## config.mk

```make
export PLATFORM = sky130hd
export DESIGN_NAME = clk_div_gen
export DESIGN_NICKNAME = d
export VERILOG_FILES = /design/src/rtl/clk_div_gen.sv
export SDC_FILE = /design/constraint.sdc
export NUM_CORES = 1
export LEC_CHECK = 0
export BUFFER_PORTS_ARGS = -buffer_cell sky130_fd_sc_hd__buf_2
export CAP_MARGIN = 15
export CORE_ASPECT_RATIO = 0.8
export CORE_MARGIN = 10
export CORE_UTILIZATION = 55
export CTS_BUF_LIST = sky130_fd_sc_hd__clkbuf_8
export DETAILED_ROUTE_END_ITERATION = 8
export GPL_ROUTABILITY_DRIVEN = 0
export PLACE_DENSITY = 0.75
export SYNTH_ARGS = -nofsm -noshare
export SYNTH_HDL_FRONTEND = slang
export SYNTH_SLANG_ARGS = --single-unit
```

## constraint.sdc

```tcl
create_clock -name clk -period 5.1 [get_ports clk]
set_input_delay 0.765 -clock clk [delete_from_list [all_inputs] [get_ports clk]]
set_output_delay 0.765 -clock clk [all_outputs]
set_load 0.01 [all_outputs]
```

## src/rtl/clk_div_gen.sv

```systemverilog
// Multi-channel programmable clock divider: each channel produces a divided clock
// with independent period/high time, a period-start tick and a running flag.
module clk_div_gen #(
    parameter int CH    = 2,
    parameter int CNT_W = 8
) (
    input  logic                clk,
    input  logic                rst_n,
    input  logic [CH-1:0]       en,
    input  logic [CH*CNT_W-1:0] div,
    input  logic [CH*CNT_W-1:0] high,
    output logic [CH-1:0]       clk_out,
    output logic [CH-1:0]       tick,
    output logic [CH-1:0]       running
);

    typedef enum logic [1:0] {
        IDLE = 2'd0,
        RUN  = 2'd1,
        STOP = 2'd2
    } state_t;

    logic [CH-1:0] r_clk_out;
    logic [CH-1:0] r_tick;
    logic [CH-1:0] r_running;

    assign clk_out = r_clk_out;
    assign tick    = r_tick;
    assign running = r_running;

    for (genvar g = 0; g < CH; g++) begin : g_ch
        logic [CNT_W-1:0] w_div_in;
        logic [CNT_W-1:0] w_high_in;
        logic [CNT_W-1:0] w_div_eff;
        logic [CNT_W-1:0] w_high_eff;
        logic [CNT_W-1:0] w_cnt_inc;
        logic             w_wrap;

        state_t           r_state;
        logic [CNT_W-1:0] r_cnt;
        logic [CNT_W-1:0] r_div_s;
        logic [CNT_W-1:0] r_high_s;

        assign w_div_in  = div[g*CNT_W +: CNT_W];
        assign w_high_in = high[g*CNT_W +: CNT_W];
        assign w_cnt_inc = r_cnt + CNT_W'(1);
        assign w_wrap    = (r_cnt == r_div_s - CNT_W'(1));

        // Settings are clamped once, on the way into the shadow registers, so the
        // running counter never sees a degenerate period or an all-high/all-low wave.
        always_comb begin
            w_div_eff = (w_div_in < CNT_W'(2)) ? CNT_W'(2) : w_div_in;
            if (w_high_in == '0)
                w_high_eff = CNT_W'(1);
            else if (w_high_in >= w_div_eff)
                w_high_eff = w_div_eff - CNT_W'(1);
            else
                w_high_eff = w_high_in;
        end

        // NOTE: all state below uses non-blocking assignments so every flop samples
        // pre-edge values; the outputs are computed for the cycle that follows the edge.
        always_ff @(posedge clk or negedge rst_n) begin
            if (!rst_n) begin
                r_state      <= IDLE;
                r_cnt        <= '0;
                r_div_s      <= CNT_W'(2);
                r_high_s     <= CNT_W'(1);
                r_clk_out[g] <= 1'b0;
                r_tick[g]    <= 1'b0;
                r_running[g] <= 1'b0;
            end else begin
                case (r_state)
                    IDLE: begin
                        r_cnt <= '0;
                        if (en[g]) begin
                            r_state      <= RUN;
                            r_div_s      <= w_div_eff;
                            r_high_s     <= w_high_eff;
                            r_clk_out[g] <= 1'b1;
                            r_tick[g]    <= 1'b1;
                            r_running[g] <= 1'b1;
                        end else begin
                            r_clk_out[g] <= 1'b0;
                            r_tick[g]    <= 1'b0;
                            r_running[g] <= 1'b0;
                        end
                    end
                    default: begin
                        // A stop request only takes effect at a period boundary,
                        // so the last period is never shortened.
                        if (w_wrap && !en[g]) begin
                            r_state      <= IDLE;
                            r_cnt        <= '0;
                            r_clk_out[g] <= 1'b0;
                            r_tick[g]    <= 1'b0;
                            r_running[g] <= 1'b0;
                        end else begin
                            r_state      <= en[g] ? RUN : STOP;
                            r_running[g] <= 1'b1;
                            if (w_wrap) begin
                                r_cnt        <= '0;
                                r_div_s      <= w_div_eff;
                                r_high_s     <= w_high_eff;
                                r_clk_out[g] <= 1'b1;
                                r_tick[g]    <= 1'b1;
                            end else begin
                                r_cnt        <= w_cnt_inc;
                                r_clk_out[g] <= (w_cnt_inc < r_high_s);
                                r_tick[g]    <= 1'b0;
                            end
                        end
                    end
                endcase
            end
        end
    end

endmodule

```

==> results of run 1 <==
==> routing by layer <==
layer | wire, µm | vias up | GRT usage (%)
li1 | - | 1536 | -
met1 | 4360 | 1462 | 23.1
met2 | 3560 | 85 | 23.2
met3 | 468 | 11 | 3.42
met4 | 121 | 0 | 6.07
met5 | 0 | - | 0
==> sequential cells by signal, indices dropped and copies added (netlist names) <==
name and cells:
g_ch.r_div_s 16, tick 2, g_ch.r_cnt 16, running 2, g_ch.r_high_s 16, clk_out 2, g_ch.r_state 4
==> stage by stage <==
step | utilization [%] | power, mW | std cells | cell area, µm²
3_5_place_dp | 61.7 | 1.35 | 533 | 4290
4_1_cts | 64.5 | 1.76 | 549 | 4490
5_1_grt | 64.5 | 1.89 | 549 | 4490
2_1_floorplan | - | 1.18 | 410 | 3990
6_report | 64.5 | 1.75 | 549 | 4490
3_3_place_gp | 61.7 | 1.32 | 533 | 4290
==> cell families (layout without fill, tap and decap cells) <==
kind of cell | Yosys count | after routing
AO/OA/AOI/OAI | 59 | 59
multiplexers | 48 | 48
flip-flops | 58 | 58
adder cells (fa/ha/maj) | 36 | 36
AND/OR/NAND/NOR | 126 | 126
XOR/XNOR | 35 | 35
buffers and inverters | 48 | 100
==> tightest hold or removal path: cells and delay by family (launching register included) <==
| kind | cells | cell delay (ps) |
|---|---|---|
| buffers and inverters | 1 | 70 |
| flip-flops | 1 | 380 |
| multiplexers | 1 | 60 |
==> synth_stat cells (2+ instances only) <==
| master | number | area share [%] |
|---|---|---|
| mux2_2 | 9 | 2.5 |
| inv_1 | 38 | 3.6 |
| o31ai_1 | 5 | 0.94 |
| or2_2 | 3 | 0.47 |
| o21a_1 | 4 | 0.75 |
| a211oi_1 | 4 | 0.75 |
| nand2_1 | 14 | 1.3 |
| xor2_1 | 15 | 3.3 |
| nand4_1 | 2 | 0.31 |
| mux2i_1 | 34 | 8.5 |
| o21ai_0 | 9 | 1.1 |
| or4_1 | 6 | 1.1 |
| nor3_1 | 7 | 0.88 |
| xnor2_1 | 20 | 4.4 |
| dfrtp_1 | 54 | 34 |
| mux2_1 | 4 | 1.1 |
| clkbuf_1 | 7 | 0.66 |
| nor2b_1 | 17 | 2.7 |
| a211o_1 | 2 | 0.44 |
| a21boi_0 | 2 | 0.38 |
| and3_1 | 2 | 0.31 |
| ha_1 | 36 | 11 |
| and3b_1 | 2 | 0.44 |
| o31a_1 | 3 | 0.66 |
| nor4_1 | 3 | 0.47 |
| nand2b_1 | 6 | 0.94 |
| nor2_1 | 41 | 3.9 |
| a21oi_1 | 14 | 1.8 |
| a31oi_1 | 2 | 0.31 |
| dfstp_2 | 4 | 2.6 |
| or3_1 | 6 | 0.94 |
| nand3_1 | 11 | 1.4 |
| a21o_1 | 3 | 0.56 |
==> layout make-up <==
cell class | count | area, µm² | share of cell area, %
clock inverters | 3 | 13.8 | 0.307
multi-input cells | 304 | 2340 | 52.2
flip-flops and latches | 58 | 1460 | 32.5
inverters | 39 | 151 | 3.38
clock buffers | 13 | 179 | 3.99
well taps | 87 | 109 | 2.43
repair buffers | 45 | 235 | 5.24
==> power by group through the flow <==
stage / combinational (mW) / clock [mW] / sequential, mW
after detailed placement: 0.633 / 0 / 0.718
after CTS: 0.642 / 0.409 / 0.711
after global placement: 0.607 / 0 / 0.716
final: 0.639 / 0.400 / 0.711
after floorplan: 0.490 / 0 / 0.686
after global routing: 0.731 / 0.431 / 0.732
==> how the worst max path moves through the flow <==
stage                          end   start  slack (ps)
2_1_floorplan  g_ch[0].r_high_s[0]  div[4]        1290
3_3_place_gp   g_ch[0].r_high_s[1]  div[4]        1460
3_5_place_dp   g_ch[0].r_high_s[0]  div[4]        1260
4_1_cts        g_ch[0].r_high_s[0]  div[4]        1610
5_1_grt        g_ch[0].r_high_s[0]  div[4]        1390
6_report       g_ch[0].r_high_s[0]  div[4]        1570
==> summary.md, run 1 <==
| Metric | Value |
|---|---|
| Status | completed |
| Setup TNS Final | 0 ps |
| Post-DRT Antenna Nets | 0 |
| Starting DRC count in detailed routing | 157 |
| Setup slack, reg-to-reg | 2020 ps |
| Nets | 529 |
| Int Pwr | 1.12 mW |
| First-pass GRT wire length | 14.4 mm |
| Die Span X | 115 µm |
| Crit path depth | 13 |
| Finish-stage setup viols | 0 |
| Vias in the first global route | 3060 |
| WP buf/inv | 3 |
| R2R depth | 7 |
| Starting Density | 57.3% |
| Fin worst setup slack | 1570 ps |
| CTS root buf | clkbuf_8 |
| Hold buffer count at CTS | 0 |
| Setup WS pre-CTS | 1260 ps |
| Routed vias/inst | 5.64 |
| CP Cell Sequence | buf_2, or3_1, or3_1, o31ai_1, inv_1, ha_1, nand2b_1, a211oi_1, o21bai_1, a21oi_1, buf_4, mux2i_1, mux2_4 |
| Slowest cell delay on critical path | 450 ps |
| Area share of fa/ha/maj cells after synthesis | 11.3% |
| Fmax | 0.284 GHz |
| Most common cell after layout, fill and taps aside | dfrtp_1 |
| Synthesized area per cell | 9.72 µm² |
| Commonest non-fill, non-tap cells in the layout | 54 x dfrtp_1, 41 x nor2_1, 41 x buf_2 |
| Cts repair resizes | 0 |
| DR vias | 3094 |
| Lkg Pwr | 2.19 nW |
| RSZ-0062 raised after global routing | no |
| Worst R2R End | g_ch[1].r_div_s[4] |
| Post-synthesis cell type count | 54 |
| FF-to-FF Start | g_ch[1].r_div_s[1] |
| XOR/XNOR Fraction of Synth Area | 7.69% |
| Hold_sp | g_ch[1].r_div_s[1] |
| Initial DRT Pass Iterations | 4 |
| Die area | 0.0111 mm² |
| Latest clock arrival within the worst-skew pair | 330 ps |
| Startpoint types | primary input |
| Hold_ws | 517 ps |
| Critical path arrival | 3800 ps |
| Hold depth | 2 |
| Delay-heaviest family, CP | simple AND/OR/NAND/NOR gates |
| Largest net degree at the start of global routing | 59 |
| Peak VDD IR | 0.254 mV |
| DRC | 0 |
| Ys Warns | 0 |
| PortBufs | 41 |
| Sequential area share after synthesis | 36.5% |
| Pins Over Slew Limit | 0 |
| Std cell rows | 27 |
| Die Span Y | 96.1 µm |
| Hpwl dp | 6.72 mm |
| Max Cap Viol | 0 |
| Antenna violations before repair | 0 |
| Rel. slew slack | 35.3% |
| CP Capture Type | flop |
| Sw power | 0.626 mW |
| Primary FF master, synth | dfrtp_1 |
| Async SR Flop Fraction | 100% |
| H-tree depth | 3 |
| EDFF count, synth | 0 |
| Combinational share of power | 36.5% |
| Routed WL per cell | 15.5 µm |
| Post-Syn Instances | 410 |
| Hold Path Class | reg2reg |
| Slowest-stage cell, CP | o31ai_1 |
| Seq pwr share | 40.6% |
| Synthesized flop and latch total | 58 |
| Max FO, Critical Path | 8 |
| Layout area overhead | 12.5% |
| Ant. Diodes | 0 |
| Post-synthesis mux area share | 12.6% |
| Power Density | 390 mW/mm² |
| IO Pins | 42 |
| Postcts setup bufs | 0 |
| Worst path required time | 5380 ps |
| Post-synthesis compound-gate area fraction | 10.7% |
| Max Buffers Root-to-Sink | 2 |
| Total wire length | 8.51 mm |
| Total CTS buffers | 9 |
| Worst Skew | 5.61 ps |
| Sw Ratio | 35.8% |
| Slew @ Worst Pin | 969 ps |
| Period minus WS final | 3530 ps |
| Period utilization | 69.2% |
| CTS tree | built |
| Largest family of logic cells by synthesized area | simple AND/OR/NAND/NOR gates |
| Final hold vios | 0 |
| Fill count | 568 |
| CORE AREA | 0.00696 mm² |
| Synth Area in Simple Gates | 16.4% |
| Syn_nets | 482 |
| Hold EP | g_ch[1].r_div_s[1] |
| Area of the mapped netlist | 0.00399 mm² |
| Most frequent CP cell | or3_1 |
| GR Util All Layers | 16.1% |
| TritonCTS Sinks | 58 |
| Clk slew on worst S/H paths | 60 ps |
| Crit path kind | in2reg |
| Clk pwr share | 22.9% |
| Grt total ovfl | 0 |
| Proportion of layout cells with a drive suffix above 1 | 18.2% |
(Power assumes the default switching activity.)
==> run 2, diff against run 1 <==
Clock period 5.1 ns to 3.53 ns, I/O delays scaled along.
==> run 2 against run 1 <==
Effect of this change: sequential cell count did not move; count of clock-buffer cells in the layout fell by 2; via count rose by 1.1%; worst setup slack got worse by 1100 ps; hold slack got worse by 210 ps; largest cell class unchanged; sequential power rose by 45%.
==> summary.md, run 2 (synthesis results as in run 1) <==
| Metric | Value |
|---|---|
| Die Span Y | 96.1 µm |
| Initial DRT Pass Iterations | 4 |
| Finished Cell Area | 0.00449 mm² |
| Clk slew on worst S/H paths | 60 ps |
| Grt total ovfl | 0 |
| First-pass GRT wire length | 15.2 mm |
| Ant. Diodes | 0 |
| Max FO, Critical Path | 8 |
| Worst Skew | 10.2 ps |
| GR Util All Layers | 17.2% |
| Finish-stage setup viols | 0 |
| Max Cap Viol | 0 |
| Fmax | 0.322 GHz |
| Int Pwr | 1.59 mW |
| Latest clock arrival within the worst-skew pair | 340 ps |
| Slew @ Worst Pin | 883 ps |
| Total CTS buffers | 9 |
| Post-DRT Antenna Nets | 0 |
| Slowest-stage cell, CP | or3_1 |
| Most frequent CP cell | or3_1 |
| Status | completed |
| Vias in the first global route | 3116 |
| Startpoint types | primary input |
| Cts repair resizes | 0 |
| Clk pwr share | 21.4% |
| Combinational share of power | 37.4% |
| TritonCTS Sinks | 58 |
| Largest net degree at the start of global routing | 42 |
| DR vias | 3129 |
| Final cell count without fillers | 552 |
| Area post-placement | 0.00432 mm² |
| Setup WS pre-CTS | 102 ps |
| Nets | 532 |
| PortBufs | 41 |
| Hold Path Class | in2async |
| Sw power | 0.917 mW |
| Pins Over Slew Limit | 0 |
| Starting Density | 57.3% |
| RSZ-0062 raised after global routing | no |
| Layout area overhead | 12.7% |
| Commonest non-fill, non-tap cells in the layout | 54 x dfrtp_1, 41 x nor2_1, 41 x inv_1, 41 x buf_2, 36 x ha_1 |
| Peak VDD IR | 0.368 mV |
| Placed Instances | 536 |
| Worst path required time | 3800 ps |
| Seq pwr share | 41.2% |
| Largest registers | g_ch.r_cnt (16), g_ch.r_div_s (16), g_ch.r_high_s (16) |
| Proportion of layout cells with a drive suffix above 1 | 18.5% |
| Die Span X | 115 µm |
| CORE AREA | 0.00696 mm² |
| Max Buffers Root-to-Sink | 2 |
| CP Cell Sequence | buf_2, or3_1, or3_1, o31ai_1, inv_1, ha_1, nand2b_1, a211oi_1, o21bai_1, a21oi_2, buf_4, mux2i_1, mux2_4 |
| Routed vias/inst | 5.67 |
| Period utilization | 87.9% |
| CTS root buf | clkbuf_8 |
| H-tree depth | 3 |
| Total wire length | 9.02 mm |
| Rel. slew slack | 41.1% |
| Crit path kind | in2reg |
| Fin worst setup slack | 426 ps |
| Fill count | 577 |
| Antenna violations before repair | 0 |
| IO Pins | 42 |
| Sw Ratio | 36.6% |
| Starting DRC count in detailed routing | 147 |
| Die area | 0.0111 mm² |
| Final hold vios | 0 |
| Setup TNS Final | 0 ps |
| CTS tree | built |
| Power Density | 557 mW/mm² |
| Routed WL per cell | 16.3 µm |
| Postcts setup bufs | 0 |
| Critical path arrival | 3370 ps |
| CP Capture Type | flop |
| Hpwl dp | 7.13 mm |
| Most common cell after layout, fill and taps aside | dfrtp_1 |
| Period minus WS final | 3100 ps |
| Slowest cell delay on critical path | 420 ps |
| DRC | 0 |
| Lkg Pwr | 2.20 nW |
| Std cell rows | 27 |
| Hold buffer count at CTS | 0 |
[run 2: metal layers]
layer	wire, µm	up-vias	track usage (%)
li1	-	1535	-
met1	4500	1488	25.0
met2	3850	91	24.2
met3	516	15	4.17
met4	145	0	5.66
met5	0	-	0
[run 2: worst paths after layout]
path                                    start             endpoint  slack [ps]  depth (start not counted)
min                                     rst_n   g_ch[1].r_div_s[7]         310                          1
max                                    div[4]  g_ch[0].r_high_s[0]         430                         13
max reg2reg                g_ch[1].r_div_s[1]  g_ch[1].r_high_s[2]         610                          8
min in group clk                        en[0]   g_ch[0].r_state[0]         320                          1
max in group asynchronous               rst_n  g_ch[1].r_high_s[0]        2380                          2
min reg2reg                g_ch[0].r_div_s[7]   g_ch[0].r_div_s[7]         520                          1
[run 2: worst max-delay path: cells and delay by family]
family          cells  cell delay, ps
fa+ha+maj           1             280
simple gates        3             940
mux                 2             340
buf+inv             3             430
compound gates      4             840
[run 2: through the flow]
step,utilization [%],hold WS [ps],total power [mW]
6_report,64.6,309,2.50
5_1_grt,64.6,319,2.69
4_1_cts,64.6,315,2.52
3_5_place_dp,62.1,514,1.98
3_3_place_gp,62.1,501,1.91
2_1_floorplan,-,234,1.70
[run 2: area by class of cell]
class | instances | area (µm²) | share of cell area (%)
inverters | 39 | 151 | 3.37
clock buffers | 11 | 151 | 3.37
flip-flops and latches | 58 | 1460 | 32.4
repair buffers | 48 | 258 | 5.73
multi-input cells | 304 | 2340 | 52.2
clock inverters | 5 | 23.8 | 0.529
well taps | 87 | 109 | 2.42
[run 2: power groups by stage]
stage	Clock, mW	Combinational (mW)	Sequential (mW)
4_1_cts	0.545	0.941	1.03
5_1_grt	0.577	1.06	1.06
6_report	0.535	0.937	1.03
3_3_place_gp	0	0.882	1.03
2_1_floorplan	0	0.709	0.991
3_5_place_dp	0	0.934	1.04
==> run 3, diff against run 2 <==
Settings changed: PLACE_DENSITY 0.75 to 0.73.
==> run 3 against run 2 <==
Effect of this change: hold slack better by 20 ps; sequential cell count stayed put; design area is 0.25% lower; clock skew is 5.0 ps lower; cell count stayed put; sequential share of layout area is 0.081 points higher; sequential power hardly changed; count of clock-buffer cells in the layout is 1 lower; critical endpoint is now g_ch[0].r_high_s[2]; critical path depth stayed put; fmax is 1.8% higher; clock power is 5.6% lower; utilization is 0.16 points lower.
==> summary.md, run 3 (synthesis results as in run 1) <==
| Metric | Value |
|---|---|
| Status | completed |
| RSZ-0062 raised after global routing | no |
| Post-DRT Antenna Nets | 0 |
| Latest clock arrival within the worst-skew pair | 320 ps |
| Setup slack, reg-to-reg | 640 ps |
| Initial DRT Pass Iterations | 4 |
| Starting Density | 57.3% |
| Die area | 0.0111 mm² |
| Starting DRC count in detailed routing | 133 |
| Largest registers | g_ch.r_cnt (16), g_ch.r_div_s (16), g_ch.r_high_s (16) |
| Period utilization | 86.4% |
| Power Density | 549 mW/mm² |
| CTS tree | built |
| DR vias | 3016 |
| Vias in the first global route | 3135 |
| Critical path arrival | 3250 ps |
| Crit path kind | in2reg |
| CTS root buf | clkbuf_8 |
| Peak VDD IR | 0.402 mV |
| Startpoint types | primary input |
| Hold_ws | 328 ps |
| CORE AREA | 0.00696 mm² |
| IO Pins | 42 |
| Storage cell area | 0.00146 mm² |
| Cts repair resizes | 0 |
| CP Capture Type | flop |
| Setup TNS Final | 0 ps |
| Nets | 532 |
| First-pass GRT wire length | 14.9 mm |
| Max FO, Critical Path | 8 |
| Proportion of layout cells with a drive suffix above 1 | 18.5% |
| Clk slew on worst S/H paths | 60 ps |
| Hold Path Class | in2async |
| Finish-stage setup viols | 0 |
| Lkg Pwr | 2.20 nW |
| Commonest non-fill, non-tap cells in the layout | 54 x dfrtp_1, 41 x nor2_1, 41 x inv_1, 41 x buf_2, 36 x ha_1 |
| Total wire length | 8.88 mm |
| DRC | 0 |
| Max Cap Viol | 0 |
| Fmax | 0.328 GHz |
| Worst path required time | 3730 ps |
| H-tree depth | 3 |
| Routed vias/inst | 5.46 |
| GR Util All Layers | 16.7% |
| Postcts setup bufs | 0 |
| Layout area overhead | 12.5% |
| Largest net degree at the start of global routing | 41 |
| Routed WL per cell | 16.1 µm |
| Final hold vios | 0 |
| Hold buffer count at CTS | 0 |
| PortBufs | 41 |
| Max Buffers Root-to-Sink | 2 |
| Slew @ Worst Pin | 888 ps |
| CP Cell Sequence | buf_2, or3_1, or3_1, o31ai_1, inv_1, ha_1, nand2b_1, a211oi_1, o21bai_1, a21oi_2, buf_4, mux2i_1, mux2i_1 |
| Grt total ovfl | 0 |
| Ant. Diodes | 0 |
| Slowest-stage cell, CP | or3_1 |
| Pins Over Slew Limit | 0 |
| Rel. slew slack | 40.8% |
| Antenna violations before repair | 0 |
| Most common cell after layout, fill and taps aside | dfrtp_1 |
| TritonCTS Sinks | 58 |
| Die Span X | 115 µm |
| Period minus WS final | 3050 ps |
| Std cell rows | 27 |
| Hpwl dp | 7.18 mm |
| Slowest cell delay on critical path | 420 ps |
| Fill count | 584 |
| Die Span Y | 96.1 µm |
| Area occupied by multi-input gates | 0.00234 mm² |
| Final Power | 2.46 mW |
| Worst Skew | 5.23 ps |
| Total CTS buffers | 9 |
-- run 3: cell count changes in the layout (fill, tap and decap cells not counted), sizes merged --
cell,previous run,this run
clkinv,1,3
clkinvlp,1,0
clkbuf,11,10
-- run 3: per-layer routing --
| metal | part of all wire, % | GRT usage (%) |
|---|---|---|
| met5 | 0 | 0 |
| met4 | 1.1 | 5.76 |
| met3 | 4.1 | 3.61 |
| met2 | 41 | 24.0 |
| met1 | 53 | 24.2 |
-- run 3: through the flow --
stage / util, % / std cells / setup slack, ps / instance area, µm²
floorplan: - / 410 / 203 / 3990
global placement: 62.1 / 536 / 263 / 4320
detailed placement: 62.1 / 536 / 160 / 4320
CTS: 64.4 / 552 / 496 / 4480
global route: 64.4 / 552 / 247 / 4480
finish: 64.4 / 552 / 480 / 4480
-- run 3: worst paths after layout --
check	start	cells after the start	end
hold reg to reg	g_ch[0].r_div_s[7]	1	g_ch[0].r_div_s[7]
hold / removal	rst_n	1	g_ch[1].r_div_s[6]
setup / recovery	div[4]	13	g_ch[0].r_high_s[2]
min in group clk	en[0]	1	g_ch[0].r_state[0]
setup reg to reg	g_ch[1].r_div_s[1]	8	g_ch[1].r_high_s[4]
max in group asynchronous	rst_n	2	g_ch[0].r_high_s[0]
-- run 3: layout make-up --
cell class | count | share of cell area, %
Multi-Input combinational cell | 304 | 52.3
Sequential cell | 58 | 32.5
Timing Repair Buffer | 48 | 5.75
Inverter | 39 | 3.38
Clock buffer | 10 | 3.07
Tap cell | 87 | 2.43
Clock inverter | 6 | 0.586
-- run 3: report_power, final --
| group | switching, mW | leakage [nW] | internal [mW] |
|---|---|---|---|
| Sequential | 0.167 | 0.700 | 0.863 |
| Clock | 0.243 | 0.0996 | 0.262 |
| Combinational | 0.491 | 1.40 | 0.437 |
| Total | 0.901 | 2.20 | 1.56 |
-- run 3: critical path: cells and delay by family --
family,cells,cell delay [ps]
adder cells (fa/ha/maj),1,270
multiplexers,2,300
buffers and inverters,3,420
AO/OA/AOI/OAI,4,780
AND/OR/NAND/NOR,3,950
